$ cat src/rtl/display_pkg.sv
// Shared constants, types and the leading-zero blanking helper for display_scan.
// Pure declarations, no state.
// Used by the top level and the scan timer.
package display_pkg;

  localparam int   DIGIT_W    = 4;
  localparam int   MAX_DIGITS = 8;
  localparam logic BLANK_EN   = '1;

  typedef logic [DIGIT_W-1:0] nibble_t;

  // Bit k is set when digit k is a leading zero: k > 0 and every nibble from k
  // up to the most significant used digit is zero. Digit 0 is never blanked.
  function automatic logic [MAX_DIGITS-1:0] lz_mask(
    input logic [DIGIT_W*MAX_DIGITS-1:0] disp,
    input int                            n
  );
    logic [MAX_DIGITS-1:0] mask;
    logic                  zero_above;
    mask       = '0;
    zero_above = 1'b1;
    for (int k = MAX_DIGITS - 1; k >= 1; k--) begin
      if (k < n) begin
        zero_above = zero_above && (disp[k*DIGIT_W +: DIGIT_W] == '0);
        mask[k]    = zero_above;
      end
    end
    return mask;
  endfunction

endpackage

$ cat src/rtl/display_scan_timer.sv
// Slot counter and digit index for the display scanner.
// tick/frame_wrap/guard are combinational from the registered count.
// Free-running; no backpressure.
module scan_timer
  import display_pkg::*;
#(
  parameter int N_DIGITS     = 4,
  parameter int REFRESH_DIV  = 27000,
  parameter int GUARD_CYCLES = 8
) (
  input  logic                        clk,
  input  logic                        rst_n,
  output logic                        tick,
  output logic                        frame_wrap,
  output logic                        guard,
  output logic [$clog2(N_DIGITS)-1:0] idx
);

  localparam int CNT_W = $clog2(REFRESH_DIV);
  localparam int IDX_W = $clog2(N_DIGITS);

  logic [CNT_W-1:0] cnt;

  assign tick       = (cnt == CNT_W'(REFRESH_DIV - 1));
  assign frame_wrap = tick && (idx == IDX_W'(N_DIGITS - 1));
  assign guard      = (cnt < CNT_W'(GUARD_CYCLES));

  // Slot counter wraps every REFRESH_DIV cycles; idx steps one digit per slot.
  always_ff @(posedge clk or negedge rst_n) begin
    if (!rst_n) begin
      cnt <= '0;
      idx <= '0;
    end else if (tick) begin
      cnt <= '0;
      idx <= frame_wrap ? '0 : idx + 1'b1;
    end else begin
      cnt <= cnt + 1'b1;
    end
  end

endmodule

$ cat src/rtl/display_scan.sv
// Multiplexed common-anode 7-segment scanner with frame-synchronous double buffering.
// Outputs registered, one cycle after the slot counter/index.
// load_i always accepted; later loads overwrite the pending value.
module display_scan
  import display_pkg::*;
#(
  parameter int N_DIGITS     = 4,
  parameter int REFRESH_DIV  = 27000,
  parameter int GUARD_CYCLES = 8
) (
  input  logic                    clk,
  input  logic                    rst_n,
  input  logic [4*N_DIGITS-1:0]   value_i,
  input  logic                    load_i,
  input  logic                    blank_lz_i,
  output logic                    load_ack_o,
  output logic [DIGIT_W-1:0]      bcd_o,
  output logic [N_DIGITS-1:0]     digit_en_o
);

  localparam int IDX_W = $clog2(N_DIGITS);

  logic                          tick;
  logic                          frame_wrap;
  logic                          guard;
  logic [IDX_W-1:0]              idx;
  logic                          wrap_now;
  logic [4*N_DIGITS-1:0]         display;
  logic [4*N_DIGITS-1:0]         pending;
  logic                          pending_valid;
  logic [DIGIT_W*MAX_DIGITS-1:0] disp_ext;
  logic [MAX_DIGITS-1:0]         blank_mask;
  nibble_t                       sel_nib;
  logic                          blank_now;
  logic [N_DIGITS-1:0]           onehot;

  scan_timer #(
    .N_DIGITS    (N_DIGITS),
    .REFRESH_DIV (REFRESH_DIV),
    .GUARD_CYCLES(GUARD_CYCLES)
  ) u_timer (
    .clk       (clk),
    .rst_n     (rst_n),
    .tick      (tick),
    .frame_wrap(frame_wrap),
    .guard     (guard),
    .idx       (idx)
  );

  // frame_wrap already implies tick; gating keeps the swap point explicit.
  assign wrap_now = tick && frame_wrap;

  // Double buffer: loads park in pending and are promoted only at a frame wrap,
  // so a frame never mixes old and new digits. A load on the wrap cycle bypasses.
  always_ff @(posedge clk or negedge rst_n) begin
    if (!rst_n) begin
      display       <= '0;
      pending       <= '0;
      pending_valid <= 1'b0;
      load_ack_o    <= 1'b0;
    end else begin
      load_ack_o <= 1'b0;
      if (wrap_now && load_i) begin
        display       <= value_i;
        pending_valid <= 1'b0;
        load_ack_o    <= 1'b1;
      end else begin
        if (wrap_now && pending_valid) begin
          display       <= pending;
          pending_valid <= 1'b0;
          load_ack_o    <= 1'b1;
        end
        if (load_i) begin
          pending       <= value_i;
          pending_valid <= 1'b1;
        end
      end
    end
  end

  // Current digit nibble, its blank decision and its one-hot enable.
  always_comb begin
    disp_ext                   = '0;
    disp_ext[4*N_DIGITS-1:0]   = display;
    blank_mask                 = lz_mask(disp_ext, N_DIGITS);
    sel_nib                    = display[idx*DIGIT_W +: DIGIT_W];
    blank_now                  = (blank_lz_i == BLANK_EN) && blank_mask[idx];
    onehot                     = '0;
    onehot[idx]                = 1'b1;
  end

  // Output registers; bcd_o keeps tracking the slot digit through the guard
  // time so the decoder is settled before the enable goes low.
  always_ff @(posedge clk or negedge rst_n) begin
    if (!rst_n) begin
      bcd_o      <= '0;
      digit_en_o <= '1;
    end else begin
      bcd_o      <= sel_nib;
      digit_en_o <= (guard || blank_now) ? '1 : ~onehot;
    end
  end

endmodule

$ cat config.mk
export PLATFORM = sky130hd
export DESIGN_NAME = display_scan
export DESIGN_NICKNAME = d
export VERILOG_FILES = /design/src/rtl/display_pkg.sv /design/src/rtl/display_scan_timer.sv /design/src/rtl/display_scan.sv
export SDC_FILE = /design/constraint.sdc
export NUM_CORES = 1
export LEC_CHECK = 0
export CORE_MARGIN = 2
export CORE_UTILIZATION = 24
export DETAILED_ROUTE_END_ITERATION = 8
export PLACE_DENSITY = 0.49
export SLEW_MARGIN = 20
export SYNTH_ARGS = -nofsm -noshare
export SYNTH_HDL_FRONTEND = slang
export SYNTH_SLANG_ARGS = --single-unit
export TNS_END_PERCENT = 10
$ cat constraint.sdc
create_clock -name clk -period 2.52 [get_ports clk]
set_input_delay 0.378 -clock clk [delete_from_list [all_inputs] [get_ports clk]]
set_output_delay 0.378 -clock clk [all_outputs]
set_load 0.02 [all_outputs]
Word level (Yosys, flattened, before mapping)
Index checks and enable logic that the tools add are counted.

Flip-flop bits (word level): 59. Input bits: 20. Logic and storage cells: 48.

Add/sub/neg operators: 2. Order comparisons: 4. Equal/unequal tests: 2. Shift-type cells: 1. Mux-type cells: 14. Bitwise operators: 2. Reductions and logical operators: 15.

Operators with widths (number): 16-bit two-way mux (2); 16-bit by 5-bit variable part select with 4-bit output (1); 15-bit by 1-bit adder with 15-bit output (second input constant) (1); 15-bit equality test (second input constant) (1); 15-bit by 4-bit less-than comparator with 1-bit output (second input constant) (1); 15-bit two-way mux (1); 4-bit logical NOT (3); 1-bit logical AND (8); 1-bit two-way mux (7); 2-bit by 4-bit less-than comparator with 1-bit output (second input constant) (1); 4-bit two-way mux (1); 4-bit NOT (1); 2-bit by 3-bit less-than comparator with 1-bit output (second input constant) (1); 3-bit nonzero test (1); 2-bit by 1-bit adder with 2-bit output (second input constant) (1); 1-bit binary-select mux with 2-bit select (1); 1-bit demux with 2-bit select (1); 2-bit equality test (second input constant) (1); 2-bit by 1-bit greater-or-equal comparator with 1-bit output (second input constant) (1); 2-bit two-way mux (1); 2-bit AND reduction (1); 2-bit nonzero test (1); 1-bit logical OR (1); 1-bit NOT (1).

Longest topological paths before layout
Gate-level depths: netlist of the first run.

Depth after elaboration: 8. Mapped depth: 6.

By module
A second synthesis of the first run with hierarchy kept.

Cells, all modules: 219. Area, all modules: 2642.5 µm².

Modules (own cells, without submodules): display_scan (instances 1, cells an instance 139, area each 1769.2 µm², seq. area each 1056.0 µm²); scan_timer (instances 1, cells an instance 80, area each 873.3 µm², seq. area each 425.4 µm²).

Worst setup path after synthesis of the first run
OpenSTA, ideal clock, no wires.

Path kind: register to register. Start: register u_timer.cnt[7]. End: register pending[10]. Data arrival time: 1730 ps. Required time: 2395 ps. Setup slack: 665 ps. Stages on the path, launching flop included: 7. Path through: dfrtp_1 -> buf_6 -> nor4b_4 -> nand4_4 -> o21ai_4 -> buf_12 -> mux2_4.

Cells in the longest elaborated chain, start to end: 6.

RTL lines: start: declaration (RTL line display_scan_timer.sv:22) `logic [CNT_W-1:0] cnt;`; start signal: assignment (RTL line display_scan_timer.sv:37) `cnt <= cnt + 1'b1;`; 15-bit equality test (*) (RTL line display_scan_timer.sv:24) `assign tick = (cnt == CNT_W'(REFRESH_DIV - 1));`; 1-bit logical AND (RTL line display_scan_timer.sv:25) `assign frame_wrap = tick && (idx == IDX_W'(N_DIGITS - 1));`; 1-bit logical AND (*) (RTL line display_scan.sv:51) `assign wrap_now = tick && frame_wrap;`; 1-bit logical AND (*) (RTL line display_scan.sv:63) `if (wrap_now && load_i) begin`; 1-bit NOT (no source line) (*); 2-bit AND reduction (no source line) (*); end signal: assignment (RTL line display_scan.sv:74) `pending <= value_i;`; end: declaration (RTL line display_scan.sv:29) `logic [4*N_DIGITS-1:0] pending;`.

Every way passes the cells marked *; elsewhere a longest branch is shown, timed or not. A chain may end at the register's enable or synchronous reset.

Final worst setup path of the first run
Start: register u_timer.idx[0]. End: register display[10].

Cells in the longest elaborated chain, start to end: 5. Elaborated cells on any way between the ends: 7.

RTL lines: start: declaration (RTL line display_scan_timer.sv:16) `output logic [$clog2(N_DIGITS)-1:0] idx`; start signal: assignment (RTL line display_scan_timer.sv:35) `idx <= frame_wrap ? '0 : idx + 1'b1;`; 2-bit equality test (*) (RTL line display_scan_timer.sv:25); 1-bit logical AND (*) (RTL line display_scan_timer.sv:25); 1-bit logical AND (*) (RTL line display_scan.sv:51); 1-bit logical AND, on equally long branches (RTL line display_scan.sv:63, display_scan.sv:68); 16-bit two-way mux / 2-bit nonzero test (equally long branches); end signal: assignment (RTL line display_scan.sv:64) `display <= value_i;`; end signal: assignment (RTL line display_scan.sv:69) `display <= pending;`; end: declaration (RTL line display_scan.sv:28) `logic [4*N_DIGITS-1:0] display;`.

Marks and branches as above.

==> flow_metrics.env, run 1 <==
export IMPL_net_switching_power_of_the_design_uw=485.8
export IMPL_core_rowCount=39
export IMPL_first_pass_grt_wire_length_um=9811
export IMPL_internal_power_mw=1.853
export IMPL_worst_ep_arrival_time_ps=2490
export IMPL_top_area_cells_in_the_synthesized_netlist="dfrtp_1, a221o_1, mux2_4, a21boi_0, dfstp_2"
export IMPL_initial_antenna_violation_count=0
export IMPL_worst_ir_drop_vdd_mv=0.2822
export IMPL_max_transition_viols_final=0
export IMPL_start_util_pct=24.30
export IMPL_required_ps=2780
export IMPL_synth_async_reset_ratio_pct=100.0
export IMPL_final_cell_mix="dfrtp_1, clkdlybuf4s50_1, a221o_1"
export IMPL_postLayoutCoreUtil_pct=30.64
export IMPL_mappedNetlistArea_um2=2751
export IMPL_largest_net_degree_at_the_start_of_global_routing=32
export IMPL_final_worst_path_period_need_ps=2228
export IMPL_simple_logic_cell_fraction_of_the_synthesized_area_pct=12.82
export IMPL_finClkSkew_ps=7.127
export IMPL_rsz_0062_raised_after_global_routing="no"
export IMPL_synthCells=212
export IMPL_total_leakage_power_nw=1.457
export IMPL_synthesis_yosys_warnings=0
export IMPL_die_area_um2=12340
export IMPL_most_frequent_standard_cell_in_the_layout_excluding_fill_and_tap_cells="dfrtp_1"
export IMPL_slew_limit_headroom_pct=36.03
export IMPL_detail_route_iter0_violations=69
export IMPL_buffer_ports_inserted=28
export IMPL_grt_remaining_overflow=0
export IMPL_htreeDepth=3
export IMPL_holdBufCountCts=0
export IMPL_post_synth_top_area_cell="dfrtp_1"
export IMPL_seqPwrFrac_pct=43.3
export IMPL_chipHeight_um=111.1
export IMPL_clock_pin_slew_reported_for_the_worst_setup_and_hold_paths_after_clock_tree_synthesis_ps=50
export IMPL_worst_slew_pin_slew_ps=954.3
export IMPL_largest_family_of_logic_cells_by_synthesized_area="simple AND/OR/NAND/NOR gates"
export IMPL_power_total_mw=2.339
export IMPL_die_width_um=111.1
export IMPL_timing_max_cap_violations=0
export IMPL_vias=1785
export IMPL_syn_nets=237
export IMPL_grt_pass1_vias=1876
export IMPL_tritoncts="built"
export IMPL_power_share_switching_pct=20.77
export IMPL_crit_path_end_kind="register"
export IMPL_ys_seq_elements=59
export IMPL_post_dp_hpwl_um=4002
export IMPL_synthDominantCellAreaShare_pct=50.02
export IMPL_final_layout_size_suffix_gt1_share_pct=20.00
export IMPL_achievable_frequency_mhz=448.8
export IMPL_worstPathMaxFanout=15
export IMPL_nets_final=272
export IMPL_clock_sinks=59
export IMPL_worstSkewPairLatency_ps=330
export IMPL_synth_top_flop_cell="dfrtp_1"
export IMPL_edff_count_synth=0
export IMPL_route_antenna_remaining_nets=0
export IMPL_fin_setup_tns_ps=0
export IMPL_wl_per_cell_um=14.76
export IMPL_synth_xor_xnor_area_share_pct=3.502
export IMPL_status="complete, no violations"
export IMPL_post_cts_resize_count=0
export IMPL_class_of_the_tightest_hold_or_removal_check="in -> async"
export IMPL_yosys_cell_types_count=39
export IMPL_io_pins=29
export IMPL_gp_congestion=0.7504
export IMPL_drt_pass1_iter_count=4
export IMPL_share_comb_of_total_power_pct=6.2
export IMPL_final_hold_violation_count=0
export IMPL_cts_root_buffer_cell="clkbuf_16"
export IMPL_antenna_cells=0
export IMPL_cts_setup_buffers=0
export IMPL_detail_route_vias_per_cell=4.542
export IMPL_muxShareOfSynthArea_pct=11.55
export IMPL_post_synth_fa_ha_maj_area_fraction_pct=2.274
export IMPL_drt_drc_violations_left=0
export IMPL_flow_area_growth_from_synthesis_pct=26.06
export IMPL_criticalPathCategory="reg -> reg"
export IMPL_setup_viol_count_final=0
export IMPL_worst_setup_path_start_kind="register"
export IMPL_fp_coreArea_um2=11320
export IMPL_ys_seq_area_share_pct=53.84
export IMPL_gr_usage_all_layers_pct=10.25
export IMPL_power_per_cell_area_nw_per_um2=674.3
export IMPL_fin_crit_sh_pct=88.42
export IMPL_total_cts_buffers=9
export IMPL_syn_mean_instance_area_um2=12.98
export IMPL_postRouteWirelength_um=5799
export IMPL_cts_buffer_depth=2
export IMPL_clkPwrFrac_pct=50.5
export IMPL_synth_compound_area_share_pct=12.51
Yosys cell counts (all sizes together) (4+ instances only):
cell type and n:
nand2 12, a221o 15, mux4 4, nor4 4, xnor2 5, nor2 12
xor2 6, a21boi 14, nand4 4, nor3 10, and4 4, buf 8
dfrtp 55, ha 5, dfstp 4, inv 5, mux2 16, nand3 7
critical path, cell delays in order (launching register included):
cell	delay, ps
dfrtp_1	570
ha_1	310
inv_1	190
nor3_2	800
a221o_1	290
final timing paths:
kind | startpoint | depth (start not counted) | end | slack [ps]
max | u_timer.idx[0] | 4 | display[10] | 290
min | rst_n | 1 | u_timer.cnt[3] | 110
max reg2reg | u_timer.idx[0] | 4 | display[10] | 290
min reg2reg | u_timer.cnt[0] | 1 | u_timer.cnt[0] | 490
max in group asynchronous | rst_n | 2 | digit_en_o[2] | 1730
min in group clk | u_timer.cnt[0] | 1 | u_timer.cnt[0] | 490
power by group through the flow:
stage | combinational (mW) | sequential (mW) | clock [mW]
after detailed placement | 0.149 | 1.03 | 0
final | 0.145 | 1.01 | 1.18
after global routing | 0.159 | 1.02 | 1.24
after global placement | 0.147 | 1.03 | 0
after floorplan | 0.0720 | 1.03 | 0
after CTS | 0.149 | 1.01 | 1.21
per-stage QoR:
step / setup WS [ps] / hold WS [ps] / area [µm²] / cells
6_report: 291.9 / 111.2 / 3468 / 393
3_5_place_dp: 235.2 / 483.8 / 3186 / 379
5_1_grt: 17.93 / 175.2 / 3468 / 393
4_1_cts: 216.6 / 135.6 / 3468 / 393
2_1_floorplan: 664.9 / 82.41 / 2751 / 212
3_3_place_gp: 277.2 / 480.7 / 3186 / 379
registers in the layout (all words and copies together), names as in the netlist:
register       count
u_timer.idx        2
digit_en_o         4
pending           16
bcd_o              4
display           16
load_ack_o         1
u_timer.cnt       15
pending_valid      1
area by class of cell:
type / count / area (µm²)
Clock buffer: 11 / 242.7
Clock inverter: 3 / 40.04
Fill cell: 1144 / 7853
Inverter: 5 / 18.77
Multi-Input combinational cell: 138 / 1174
Sequential cell: 59 / 1481
Tap cell: 143 / 178.9
Timing Repair Buffer: 34 / 332.8
layer usage:
layer	wire length (µm)	vias up	part of all wire, %	global-route usage [%]
li1	-	862	-	-
met1	2951	877	51	14.09
met2	2480	37	43	14.27
met3	235	9	4.1	3.390
met4	131	0	2.3	5.432
met5	0	-	0	0
cell families after synthesis:
kind of cell,after synthesis
XOR/XNOR,11
adder cells (fa/ha/maj),5
multiplexers,21
AND/OR/NAND/NOR,59
buffers and inverters,15
flip-flops,59
AO/OA/AOI/OAI,42
No activity file was read; power rests on OpenSTA's default activity.
==> run 2, diff against run 1 <==
--- a/config.mk
+++ b/config.mk
@@ -9,7 +9,6 @@
 export CORE_UTILIZATION = 24
 export DETAILED_ROUTE_END_ITERATION = 8
 export PLACE_DENSITY = 0.49
-export SLEW_MARGIN = 20
 export SYNTH_ARGS = -nofsm -noshare
 export SYNTH_HDL_FRONTEND = slang
 export SYNTH_SLANG_ARGS = --single-unit
==> constraint.sdc (replaced) <==
create_clock -name clk -period 2.52 [get_ports clk]
set_input_delay 0.252 -clock clk [delete_from_list [all_inputs] [get_ports clk]]
set_output_delay 0.252 -clock clk [all_outputs]
set_load 0.02 [all_outputs]
==> run 2 against run 1 <==
  * The flow now finishes with violations (hold timing)
  * Flip-flop and latch count did not move
  * Die area did not move
  * Non-clock buffer count did not move
  * Maximum frequency rose by 0.90%
  * Critical path depth did not move
  * Combinational power barely moved
  * Hold slack got worse by 130 ps
  * Sequential share of layout area fell by 0.41 points
  * Critical path type unchanged
  * Critical endpoint is now display[14]
  * Highest routed layer unchanged
==> flow_metrics.env, run 2 (synthesis results as in run 1) <==
export IMPL_status="complete, but fails checks"
export IMPL_failed_checks="hold timing"
export IMPL_final_worst_path_period_need_ps=2208
export IMPL_achievable_frequency_mhz=452.8
export IMPL_grt_pass1_vias=1878
export IMPL_worst_setup_path_start_kind="register"
export IMPL_die_width_um=111.1
export IMPL_buffer_ports_inserted=28
export IMPL_vias=1794
export IMPL_grt_remaining_overflow=0
export IMPL_net_switching_power_of_the_design_uw=505.8
export IMPL_criticalPathCategory="reg -> reg"
export IMPL_route_antenna_remaining_nets=0
export IMPL_critical_path_startpoint="u_timer.idx[0]"
export IMPL_class_of_the_tightest_hold_or_removal_check="in -> async"
export IMPL_fp_coreArea_um2=11320
export IMPL_worstPathMaxFanout=15
export IMPL_seqPwrFrac_pct=41.2
export IMPL_nets_final=272
export IMPL_detail_route_vias_per_cell=4.553
export IMPL_fin_setup_tns_ps=0
export IMPL_die_area_um2=12340
export IMPL_setup_viol_count_final=0
export IMPL_initial_antenna_violation_count=0
export IMPL_r2r_setup_slack_ps=310
export IMPL_start_util_pct=24.30
export IMPL_rsz_0062_raised_after_global_routing="no"
export IMPL_final_cell_mix="dfrtp_1, clkdlybuf4s50_1, a221o_1"
export IMPL_fin_crit_sh_pct=87.63
export IMPL_final_layout_size_suffix_gt1_share_pct=20.72
export IMPL_finClkSkew_ps=6.110
export IMPL_required_ps=2780
export IMPL_power_per_cell_area_nw_per_um2=703.8
export IMPL_total_cts_buffers=9
export IMPL_detail_route_iter0_violations=113
export IMPL_critical_path_reg2reg_endpoint="display[14]"
export IMPL_max_transition_viols_final=0
export IMPL_htreeDepth=3
export IMPL_post_cts_resize_count=0
export IMPL_io_pins=29
export IMPL_drt_drc_violations_left=0
export IMPL_worst_ep_arrival_time_ps=2470
export IMPL_cts_setup_buffers=0
export IMPL_gr_usage_all_layers_pct=10.36
export IMPL_timing_max_cap_violations=0
export IMPL_drt_pass1_iter_count=4
export IMPL_final_hold_violation_count=30
export IMPL_total_leakage_power_nw=1.470
export IMPL_most_frequent_standard_cell_in_the_layout_excluding_fill_and_tap_cells="dfrtp_1"
export IMPL_largest_net_degree_at_the_start_of_global_routing=32
export IMPL_flow_area_growth_from_synthesis_pct=27.29
export IMPL_holdBufCountCts=0
export IMPL_wl_per_cell_um=14.73
export IMPL_hold_slack_ps=-22.82
export IMPL_chipHeight_um=111.1
export IMPL_antenna_cells=0
export IMPL_worst_slew_pin_slew_ps=958.2
export IMPL_cts_buffer_depth=2
export IMPL_crit_path_end_kind="register"
export IMPL_power_total_mw=2.465
export IMPL_largestRegisters="display (16), pending (16), u_timer.cnt (15)"
export IMPL_power_share_switching_pct=20.52
export IMPL_core_rowCount=39
export IMPL_clock_pin_slew_reported_for_the_worst_setup_and_hold_paths_after_clock_tree_synthesis_ps=50
export IMPL_worstRegToRegCells=4
export IMPL_postRouteWirelength_um=5803
export IMPL_worstSkewPairLatency_ps=330
export IMPL_slew_limit_headroom_pct=35.78
export IMPL_r2r_start="u_timer.idx[0]"
export IMPL_first_pass_grt_wire_length_um=9880
export IMPL_gp_congestion=0.7392
export IMPL_share_comb_of_total_power_pct=5.9
export IMPL_clkPwrFrac_pct=53.0
export IMPL_tritoncts="built"
export IMPL_internal_power_mw=1.959
export IMPL_clock_sinks=59
export IMPL_worst_setup_path_endpoint="display[14]"
export IMPL_post_dp_hpwl_um=4037
export IMPL_worst_ir_drop_vdd_mv=0.2932
export IMPL_cts_root_buffer_cell="clkbuf_16"
==> run 2: cell types whose count changed in the layout (fill, tap and decap cells not counted) <==
cell        change
bufinv_16       +1
clkbuf_1        -1
clkinvlp_4      +1
==> run 2: final cells by class <==
class,count,area (µm²)
Clock buffer,10,239.0
Clock inverter,5,77.57
Tap cell,143,178.9
Fill cell,1179,7819
Multi-Input combinational cell,138,1174
Sequential cell,59,1481
Inverter,5,18.77
Timing Repair Buffer,34,332.8
==> run 2: power by group through the flow <==
stage               Combinational, mW  Clock [mW]  Sequential (mW)
floorplan                      0.0720           0             1.03
global placement                0.146           0             1.03
detailed placement              0.149           0             1.03
CTS                             0.150        1.34             1.01
global route                    0.160        1.38             1.02
finish                          0.145        1.31             1.01
==> run 2: metal layers <==
metal | GRT usage [%] | part of all wire (%) | vias to the layer above | wire length [µm]
li1 | - | - | 859 | -
met1 | 14.09 | 50 | 887 | 2873
met2 | 14.85 | 45 | 39 | 2596
met3 | 3.937 | 4.1 | 9 | 240
met4 | 4.198 | 1.6 | 0 | 92
met5 | 0 | 0 | - | 0
==> run 2: metrics by stage <==
step / util [%] / cells / setup slack [ps] / cell area, µm²
after floorplan: - / 212 / 664.9 / 2751
after global placement: 28.14 / 379 / 298.8 / 3186
after detailed placement: 28.14 / 379 / 213.1 / 3186
after CTS: 30.94 / 394 / 216.3 / 3502
after global routing: 30.94 / 394 / 97.72 / 3502
final: 30.94 / 394 / 311.7 / 3502
==> run 2: how the worst min path moves through the flow <==
stage	end	depth (start not counted)
3_5_place_dp	load_ack_o	1
4_1_cts	load_ack_o	1
5_1_grt	load_ack_o	1
6_report	load_ack_o	1
2_1_floorplan	bcd_o[0]	0
3_3_place_gp	load_ack_o	1
==> run 2: worst max-delay path, cell delays in order, from the launching register on <==
cell and delay (ps):
dfrtp_1 560, ha_1 300, inv_1 180, nor3_2 800
a221o_1 290
